`config.mk`:
```
export PLATFORM = sky130hd
export DESIGN_NAME = usb_txn_ctrl
export DESIGN_NICKNAME = d
export VERILOG_FILES = /design/src/rtl/usb_txn_ctrl.sv
export SDC_FILE = /design/constraint.sdc
export NUM_CORES = 1
export LEC_CHECK = 0
export BUFFER_PORTS_ARGS = -buffer_cell sky130_fd_sc_hd__buf_2
export CORE_MARGIN = 2
export CORE_UTILIZATION = 24
export DETAILED_ROUTE_END_ITERATION = 8
export GPL_TIMING_DRIVEN = 0
export PLACE_DENSITY = 0.49
export SLEW_MARGIN = 20
export SYNTH_ARGS = -nofsm -noshare
export SYNTH_HDL_FRONTEND = slang
export SYNTH_SLANG_ARGS = --single-unit
```
`constraint.sdc`:
```
create_clock -name clk -period 3.11 [get_ports clk]
set_clock_uncertainty 0.05 [all_clocks]
set_input_delay 0 -clock clk [delete_from_list [all_inputs] [get_ports clk]]
set_output_delay 0 -clock clk [all_outputs]
set_load 0.01 [all_outputs]
```
`src/rtl/usb_txn_ctrl.sv`:
```
// usb_txn_ctrl: device-side USB transaction sequencer.
// Maps decoded rx packets to handshake or IN data responses.
module usb_txn_ctrl #(
   parameter int NUM_ENDP    = 4,
   parameter int TIMEOUT_CYC = 64
) (
   input  logic                clk,
   input  logic                RST,
   input  logic [6:0]          dev_addr,
   input  logic                rx_packet_done,
   input  logic [3:0]          rx_pid,
   input  logic [6:0]          rx_addr,
   input  logic [3:0]          rx_endp,
   input  logic                rx_crc_ok,
   input  logic [NUM_ENDP-1:0] ep_stall,
   input  logic [NUM_ENDP-1:0] ep_out_ready,
   input  logic [NUM_ENDP-1:0] ep_in_ready,
   input  logic [NUM_ENDP-1:0] toggle_clr,
   input  logic                tx_done,
   output logic                tx_start,
   output logic [3:0]          tx_pid,
   output logic                tx_data_sel,
   output logic [3:0]          tx_endp,
   output logic                out_commit,
   output logic                out_discard,
   output logic                in_commit,
   output logic [NUM_ENDP-1:0] ep_toggle,
   output logic                timeout_err,
   output logic                busy
);

   localparam int EW = (NUM_ENDP > 1) ? $clog2(NUM_ENDP) : 1;
   localparam int CW = (TIMEOUT_CYC > 1) ? $clog2(TIMEOUT_CYC) : 1;
   localparam logic [4:0]    NE    = 5'(NUM_ENDP);
   localparam logic [CW-1:0] TLAST = CW'(TIMEOUT_CYC - 1);

   localparam logic [3:0] PID_IN    = 4'b1001;
   localparam logic [3:0] PID_OUT   = 4'b0001;
   localparam logic [3:0] PID_SETUP = 4'b1101;
   localparam logic [3:0] PID_DATA0 = 4'b0011;
   localparam logic [3:0] PID_DATA1 = 4'b1011;
   localparam logic [3:0] PID_ACK   = 4'b0010;
   localparam logic [3:0] PID_NAK   = 4'b1010;
   localparam logic [3:0] PID_STALL = 4'b1110;

   typedef enum logic [2:0] {
      S_IDLE,
      S_OUT_WAIT_DATA,
      S_IN_SEND_DATA,
      S_IN_WAIT_ACK,
      S_SEND_HS
   } state_t;

   state_t              state_q;
   logic [CW-1:0]       cnt_q;
   logic                setup_q;
   logic                tx_start_q;
   logic [3:0]          tx_pid_q;
   logic                tx_data_sel_q;
   logic [3:0]          tx_endp_q;
   logic                out_commit_q;
   logic                out_discard_q;
   logic                in_commit_q;
   logic [NUM_ENDP-1:0] tog_q;
   logic                timeout_q;

   logic [EW-1:0] rx_e;
   logic [EW-1:0] cur_e;
   logic          is_token;
   logic          tok_hit;
   logic          is_data;

   assign rx_e  = rx_endp[EW-1:0];
   assign cur_e = tx_endp_q[EW-1:0];

   assign is_token = (rx_pid == PID_IN) || (rx_pid == PID_OUT) ||
                     (rx_pid == PID_SETUP);
   assign tok_hit  = rx_packet_done && rx_crc_ok && is_token &&
                     (rx_addr == dev_addr) && ({1'b0, rx_endp} < NE);
   assign is_data  = (rx_pid == PID_DATA0) || (rx_pid == PID_DATA1);

   // Transaction FSM with registered responses and per-endpoint toggles
   always_ff @(posedge clk) begin
      if (RST) begin
         state_q       <= S_IDLE;
         cnt_q         <= '0;
         setup_q       <= 1'b0;
         tx_start_q    <= 1'b0;
         tx_pid_q      <= 4'd0;
         tx_data_sel_q <= 1'b0;
         tx_endp_q     <= 4'd0;
         out_commit_q  <= 1'b0;
         out_discard_q <= 1'b0;
         in_commit_q   <= 1'b0;
         tog_q         <= '0;
         timeout_q     <= 1'b0;
      end else begin
         tx_start_q    <= 1'b0;
         out_commit_q  <= 1'b0;
         out_discard_q <= 1'b0;
         in_commit_q   <= 1'b0;
         timeout_q     <= 1'b0;
         tog_q         <= tog_q & ~toggle_clr;
         unique case (state_q)
            S_IDLE: begin
               if (tok_hit) begin
                  tx_endp_q <= rx_endp;
                  if (rx_pid == PID_IN) begin
                     tx_start_q <= 1'b1;
                     if (ep_stall[rx_e]) begin
                        tx_pid_q      <= PID_STALL;
                        tx_data_sel_q <= 1'b0;
                        state_q       <= S_SEND_HS;
                     end else if (!ep_in_ready[rx_e]) begin
                        tx_pid_q      <= PID_NAK;
                        tx_data_sel_q <= 1'b0;
                        state_q       <= S_SEND_HS;
                     end else begin
                        tx_pid_q      <= tog_q[rx_e] ? PID_DATA1
                                                     : PID_DATA0;
                        tx_data_sel_q <= 1'b1;
                        state_q       <= S_IN_SEND_DATA;
                     end
                  end else begin
                     setup_q <= (rx_pid == PID_SETUP);
                     cnt_q   <= '0;
                     state_q <= S_OUT_WAIT_DATA;
                  end
               end
            end
            S_OUT_WAIT_DATA: begin
               if (rx_packet_done) begin
                  if (is_data && rx_crc_ok) begin
                     tx_start_q    <= 1'b1;
                     tx_data_sel_q <= 1'b0;
                     state_q       <= S_SEND_HS;
                     if (setup_q) begin
                        tx_pid_q     <= PID_ACK;
                        out_commit_q <= 1'b1;
                        tog_q[cur_e] <= ~toggle_clr[cur_e];
                     end else if (ep_stall[cur_e]) begin
                        tx_pid_q      <= PID_STALL;
                        out_discard_q <= 1'b1;
                     end else if (!ep_out_ready[cur_e]) begin
                        tx_pid_q      <= PID_NAK;
                        out_discard_q <= 1'b1;
                     end else if (rx_pid[3] != tog_q[cur_e]) begin
                        tx_pid_q      <= PID_ACK;
                        out_discard_q <= 1'b1;
                     end else begin
                        tx_pid_q     <= PID_ACK;
                        out_commit_q <= 1'b1;
                        tog_q[cur_e] <= ~tog_q[cur_e] & ~toggle_clr[cur_e];
                     end
                  end else begin
                     out_discard_q <= 1'b1;
                     state_q       <= S_IDLE;
                  end
               end else if (cnt_q == TLAST) begin
                  timeout_q     <= 1'b1;
                  out_discard_q <= 1'b1;
                  state_q       <= S_IDLE;
               end else begin
                  cnt_q <= cnt_q + 1'b1;
               end
            end
            S_IN_SEND_DATA: begin
               if (tx_done) begin
                  cnt_q   <= '0;
                  state_q <= S_IN_WAIT_ACK;
               end
            end
            S_IN_WAIT_ACK: begin
               if (rx_packet_done) begin
                  state_q <= S_IDLE;
                  if (rx_crc_ok && (rx_pid == PID_ACK)) begin
                     in_commit_q  <= 1'b1;
                     tog_q[cur_e] <= ~tog_q[cur_e] & ~toggle_clr[cur_e];
                  end
               end else if (cnt_q == TLAST) begin
                  timeout_q <= 1'b1;
                  state_q   <= S_IDLE;
               end else begin
                  cnt_q <= cnt_q + 1'b1;
               end
            end
            S_SEND_HS: begin
               if (tx_done) begin
                  state_q <= S_IDLE;
               end
            end
            default: state_q <= S_IDLE;
         endcase
      end
   end

   assign tx_start    = tx_start_q;
   assign tx_pid      = tx_pid_q;
   assign tx_data_sel = tx_data_sel_q;
   assign tx_endp     = tx_endp_q;
   assign out_commit  = out_commit_q;
   assign out_discard = out_discard_q;
   assign in_commit   = in_commit_q;
   assign ep_toggle   = tog_q;
   assign timeout_err = timeout_q;
   assign busy        = (state_q != S_IDLE);

endmodule

```
==> metrics.csv, run 1 <==
metric,value,unit
Pint,0.486,mW
syn_nets,248,
top-count cell post-synth,dfxtp_1,
wire length per cell,13.8,µm
Min-Delay Path Class,in -> reg,
core area,0.00725,mm²
crit path max-delay cell type,or4b_1,
Syn-to-layout area delta,29.0,%
Sink Count,27,
CP endpoint kind,flip-flop,
sequential share of the synthesized area,30.2,%
"Reg clk slew, reported paths",0.10,ns
Post-Place Cell Area,0.00221,mm²
FILL cells,791,
final instance area,0.00231,mm²
# setup viols final,0,
Post-synth EDFFs,0,
worst skew pair latency,0.27,ns
CTS Root Buffer Type,clkbuf_8,
Switching Power,0.158,mW
DRT iter0 DRCs,79,
R2R Path Start,tx_endp[1],
Clock power frac,31.8,%
RSZ-0062 raised after global routing,false,
final wirelength,5110,µm
Setup crit start kind,flip-flop,
TritonRoute pass-1 iters,4,
Worst Hold Path EP,tx_endp[1],
Port-buffer cells,58,
Storage cell area,541,µm²
Site Rows,31,
Main synth FF type,dfxtp_1,
relative slew slack,42.1,%
Reg2Reg Depth,6,
crit-path leading delay family,simple AND/OR/NAND/NOR gates,
fin. max-slew vios,0,
Async SR Flop Fraction,0,%
top cell type's share of synthesized area,30.2,%
DR DRC count,0,
Pwr Density,279,mW/mm²
period utilization,78.2,%
Final #Nets,317,
Overflow after GRT,0,
largest net degree at the start of global routing,15,
area of the multi-input gates,0.00111,mm²
"Min Clock Period, post-route",2.43,ns
Crit path largest cell delay,0.54,ns
Ys Warns,0,
post_cts resized,0,
cells after synthesis,204,
number of global-route vias before repair,1804,
register-to-register setup slack,0.68,ns
Flop pwr share,53.6,%
leading area contributor after synthesis,dfxtp_1,
Hold Path Origin,rx_endp[1],
GR Util met1,16.4,%
H-tree levels,1,
Crit Path Class,reg -> reg,
GRT Total Usage,12.5,%
final hold violation count,0,
Synth cell types,50,
met2 usage,22.1,%
Leak,0.915,nW
worst slew pin tran,0.857,ns
number of antenna diodes,0,
DRT antenna net count,0,
initial antenna violation count,0,
gpl congestion,0.830,
f_max,411,MHz
DPL Wire Length,4140,µm
Die Y-Extent,90.4,µm
CTS max path bufs,2,
CP bufs+invs,1,
Top Usage Layer GRT,met2,
Critical Path AT,2.59,ns
WHS Path Cells,3,
power share of the combinational group,14.6,%
Sw Ratio,24.6,%
list of most frequent post-synthesis cells,"dfxtp_1 (27), inv_1 (17), a21oi_1 (12), o211ai_1 (12), nor2_1 (11)",
die area,0.00817,mm²
vias per inst,4.95,
Num CTS Buffers,3,
worst path required time,3.27,ns
mean post-synth cell area,8.78,µm²
Die X,90.4,µm
crit path cell chain,"clkbuf_1, mux4_2, or4b_1, a2111oi_2, nor3_1, a21oi_1",
maximum vdd ir drop,128,µV
CTS tree,built,
first-pass GRT wire length,8490,µm
outcome,finished clean,
"Power, Total",0.644,mW
starting density of the core,24.7,%
largest cells by area after synthesis,"dfxtp_1 (30%), mux4_2 (6.3%), o211ai_1 (5.0%)",
Max-Cap Viols,0,
Crit Reg-Reg Endpoint,ep_toggle[0],
routed vias,1837,
synthesized cell area,0.00179,mm²
layout cell share with drive strength beyond 1,27.9,%
final setup TNS,0,ns
"Max FO, Critical Path",10,
#FFs+latches synth,27,
GR Util met3,1.92,%
number of I/O pins,62,
[routing by layer]
layer,vias up,wire (µm)
met5,-,0
met4,0,32
met3,6,203
met2,39,2450
met1,876,2430
li1,916,-
[worst register-to-register path, delay by kind of cell, from the launching register on]
family | cells | cell delay, ns
AOI/OAI and AO/OA | 2 | 0.49
and+or+nand+nor | 2 | 0.64
muxes | 1 | 0.47
buffers and inverters | 1 | 0.39
DFF | 1 | 0.34
[how the worst max path moves through the flow]
stage,startpoint,endpoint,slack [ns],depth (start not counted)
detailed placement,tx_endp[1],ep_toggle[0],0.68,6
floorplan,tx_endp[0],ep_toggle[0],0.85,6
global placement,tx_endp[1],ep_toggle[0],0.70,6
global route,state_q[0],ep_toggle[2],0.49,6
finish,tx_endp[1],ep_toggle[0],0.68,6
CTS,tx_endp[1],ep_toggle[0],0.65,6
[cell type report]
class                   instances  share of cell area, %
multi-input cells             146                   48.1
well taps                      99                   5.36
plain buffers                  14                   3.25
inverters                      17                   2.76
clock buffers                   4                   1.95
flip-flops and latches         27                   23.4
repair buffers                 64                   15.2
[through the flow]
stage	std cells	setup slack, ns	hold WS, ns	utilization, %
floorplan	204	0.846	0.0191	-
global placement	361	0.698	0.107	30.4
detailed placement	361	0.684	0.110	30.4
CTS	371	0.648	0.00113	31.9
global route	371	0.490	0.0235	31.9
finish	371	0.678	0.000956	31.9
[kinds of logic (layout without fill, tap and decap cells)]
group | after synthesis | in the layout | synth area share, %
AO/OA/AOI/OAI | 53 | 53 | 21.5
XOR/XNOR | 8 | 8 | 3.91
adder cells (fa/ha/maj) | 1 | 1 | 0.698
buffers and inverters | 31 | 99 | 7.75
flip-flops | 27 | 27 | 30.2
multiplexers | 14 | 14 | 12.2
AND/OR/NAND/NOR | 70 | 70 | 23.7
[what timing repair did]
action                    CTS  global route
setup buffers               0             0
hold buffers                6             0
hold endpoints to repair    6             0
[placed cells by master, fill, tap and decap left out, drive strengths merged, types with 2 or more instances in the layout]
cell type    synthesis  final
xor2                 2      2
or4b                 3      3
a31oi                5      5
nor4b                2      2
nor4bb               2      2
a211oi               4      4
o311ai               4      4
a21oi               13     13
clkbuf               8     12
mux4                 6      6
buf                  6     64
nor3b                2      2
inv                 17     17
mux2i                8      8
a2111oi              2      2
nor2b                3      3
dfxtp               27     27
o211ai              12     12
xnor2                6      6
or4                  3      3
o21ai                2      2
and2                 2      2
nor3                 8      8
nand4                2      2
nand2                9      9
and3                 4      4
nand3               10     10
o41ai                3      3
nor2                11     11
o21a                 2      2
nor4                 4      4
dlygate4sd3          0      6
[power groups by stage]
stage                     Combinational (mW)  Sequential, mW  Clock, mW
final                                 0.0943           0.345      0.205
after global routing                   0.105           0.346      0.226
after CTS                             0.0954           0.345      0.212
after detailed placement              0.0894           0.354          0
after global placement                0.0887           0.354          0
after floorplan                       0.0471           0.354          0
[registers in the layout, indices dropped and copies added (netlist names)]
| register | cells |
|---|---|
| out_commit | 1 |
| out_discard | 1 |
| timeout_err | 1 |
| tx_endp | 4 |
| in_commit | 1 |
| ep_toggle | 4 |
| tx_start | 1 |
| cnt_q | 6 |
| state_q | 3 |
| tx_pid | 4 |
| setup_q | 1 |
No activity file was read; power rests on OpenSTA's default activity.
==> run 2, diff against run 1 <==
- clock period: 3.11 -> 2.4 ns (I/O delays scaled with it)
==> metrics.csv, run 2 (same netlist as run 1, synthesis figures left out) <==
metric,value,unit
outcome,"finished, violations left",
failing checks,negative hold slack,
initial antenna violation count,0,
"commonest cells after routing, fill and taps aside","buf_2 (61), dfxtp_1 (27), inv_1 (17)",
Critical Path AT,2.49,ns
Crit path largest cell delay,0.52,ns
Overflow after GRT,0,
CTS tree,built,
routed vias,1857,
"Max FO, Critical Path",6,
CP endpoint kind,flip-flop,
number of antenna diodes,0,
crit-path leading delay family,simple AND/OR/NAND/NOR gates,
Num CTS Buffers,3,
relative slew slack,43.1,%
Storage cell area,541,µm²
TritonRoute pass-1 iters,4,
largest net degree at the start of global routing,15,
fin. max-slew vios,0,
critical path depth,8,
f_max,429,MHz
Setup crit start kind,primary input,
CP endpoint,cnt_q[5],
# setup viols final,0,
"Power, Total",0.839,mW
"Reg clk slew, reported paths",0.10,ns
Syn-to-layout area delta,30.8,%
Leak,0.928,nW
Crit Path Class,in -> reg,
Crit Reg-Reg Endpoint,ep_toggle[0],
area of the multi-input gates,0.00114,mm²
CTS max path bufs,2,
Pwr Density,358,mW/mm²
Die X,90.4,µm
crit path cell chain,"dlygate4sd3_1, buf_2, nand4b_4, or4_4, or4_1, buf_2, a211oi_1, mux2i_1",
first-pass GRT wire length,8470,µm
period utilization,97.1,%
"most common cell after layout, fill and taps aside",buf_2,
maximum vdd ir drop,165,µV
DRT antenna net count,0,
met2 usage,22.1,%
Crit. Startpoint,rx_packet_done,
starting density of the core,24.7,%
H-tree levels,1,
Top Usage Layer GRT,met2,
Die Y-Extent,90.4,µm
CP bufs+invs,3,
max reg flops,6,
number of global-route vias before repair,1801,
Post-Place Cell Area,0.00221,mm²
Port-buffer cells,58,
post-placement cell count,361,
GR Util met1,16.3,%
fin util,32.3,%
final wirelength,5200,µm
register-to-register setup slack,0.12,ns
largest register by flop count,cnt_q,
Finished Layout Cells,371,
GRT Total Usage,12.5,%
DPL Wire Length,4140,µm
worst slew pin tran,0.843,ns
CP dominant cell by count,buf_2,
final instance area,0.00234,mm²
final hold violation count,1,
wire length per cell,14.0,µm
GR Util met3,1.92,%
DR DRC count,0,
Hold WS,-0.00216,ns
vias per inst,5.01,
Site Rows,31,
die area,0.00817,mm²
FILL cells,789,
Min-Delay Path Class,in -> reg,
core area,0.00725,mm²
layout cell share with drive strength beyond 1,30.5,%
Final #Nets,317,
worst path required time,2.56,ns
gpl congestion,0.830,
Max-Cap Viols,0,
DRT iter0 DRCs,64,
R2R Path Start,tx_endp[0],
number of I/O pins,62,
"Min Clock Period, post-route",2.33,ns
Sink Count,27,
CTS Root Buffer Type,clkbuf_8,
crit path max-delay cell type,dlygate4sd3_1,
RSZ-0062 raised after global routing,false,
worst skew pair latency,0.27,ns
Reg2Reg Depth,6,
==> run 2: changes by cell type in the layout (fill, tap and decap cells not counted), sizes merged <==
cell / previous run / this run
clkbuf: 12 / 10
buf: 64 / 66
==> run 2: area by class of cell <==
class	instances	area share, %
flip-flops and latches	27	23.1
inverters	17	2.72
multi-input cells	146	48.5
well taps	99	5.29
repair buffers	66	15.6
plain buffers	12	2.88
clock buffers	4	1.92
==> run 2: worst min-delay path by stage <==
stage,from,to,slack (ns),cells past startpoint
final,rx_endp[1],tx_endp[1],-0.002,3
after global routing,rx_endp[1],tx_endp[1],0.02,3
after CTS,rx_endp[1],tx_endp[1],0.001,3
after detailed placement,toggle_clr[0],ep_toggle[0],0.11,2
after global placement,toggle_clr[0],ep_toggle[0],0.11,2
after floorplan,toggle_clr[0],ep_toggle[0],0.02,1
==> run 2: worst min-delay path, cell delays in order <==
cell and delay [ns]:
buf_2 0.13, mux2i_1 0.08, nor2_1 0.08
==> run 2: per-layer routing <==
metal,share of wire (%),vias up,wire length (µm)
met5,0,-,0
met4,0.60,0,31
met3,4.1,4,213
met2,49,43,2540
met1,46,893,2420
li1,-,917,-
==> run 2: what timing repair did <==
| action | 4_1_cts | 5_1_grt |
|---|---|---|
| gates resized for setup | 0 | 5 |
| setup buffers | 0 | 2 |
| hold endpoints to repair | 6 | 0 |
| pin swaps | 0 | 1 |
| hold buffers | 6 | 0 |
| endpoints found under the setup margin | 1 | 14 |
==> run 2: per-stage QoR <==
stage / TNS [ns] / setup WS, ns
5_1_grt: 0 / 0.00149
3_5_place_dp: -0.0262 / -0.0262
6_report: 0 / 0.0696
4_1_cts: 0 / 0.0222
2_1_floorplan: 0 / 0.136
3_3_place_gp: -0.0118 / -0.0118
==> run 2: power breakdown <==
part           total (mW)  switching, mW  leakage (nW)  internal [mW]
logic               0.124         0.0600         0.688         0.0638
registers           0.448      0.0000299         0.217          0.448
clock network       0.267          0.148        0.0228          0.119
total               0.839          0.208         0.928          0.631
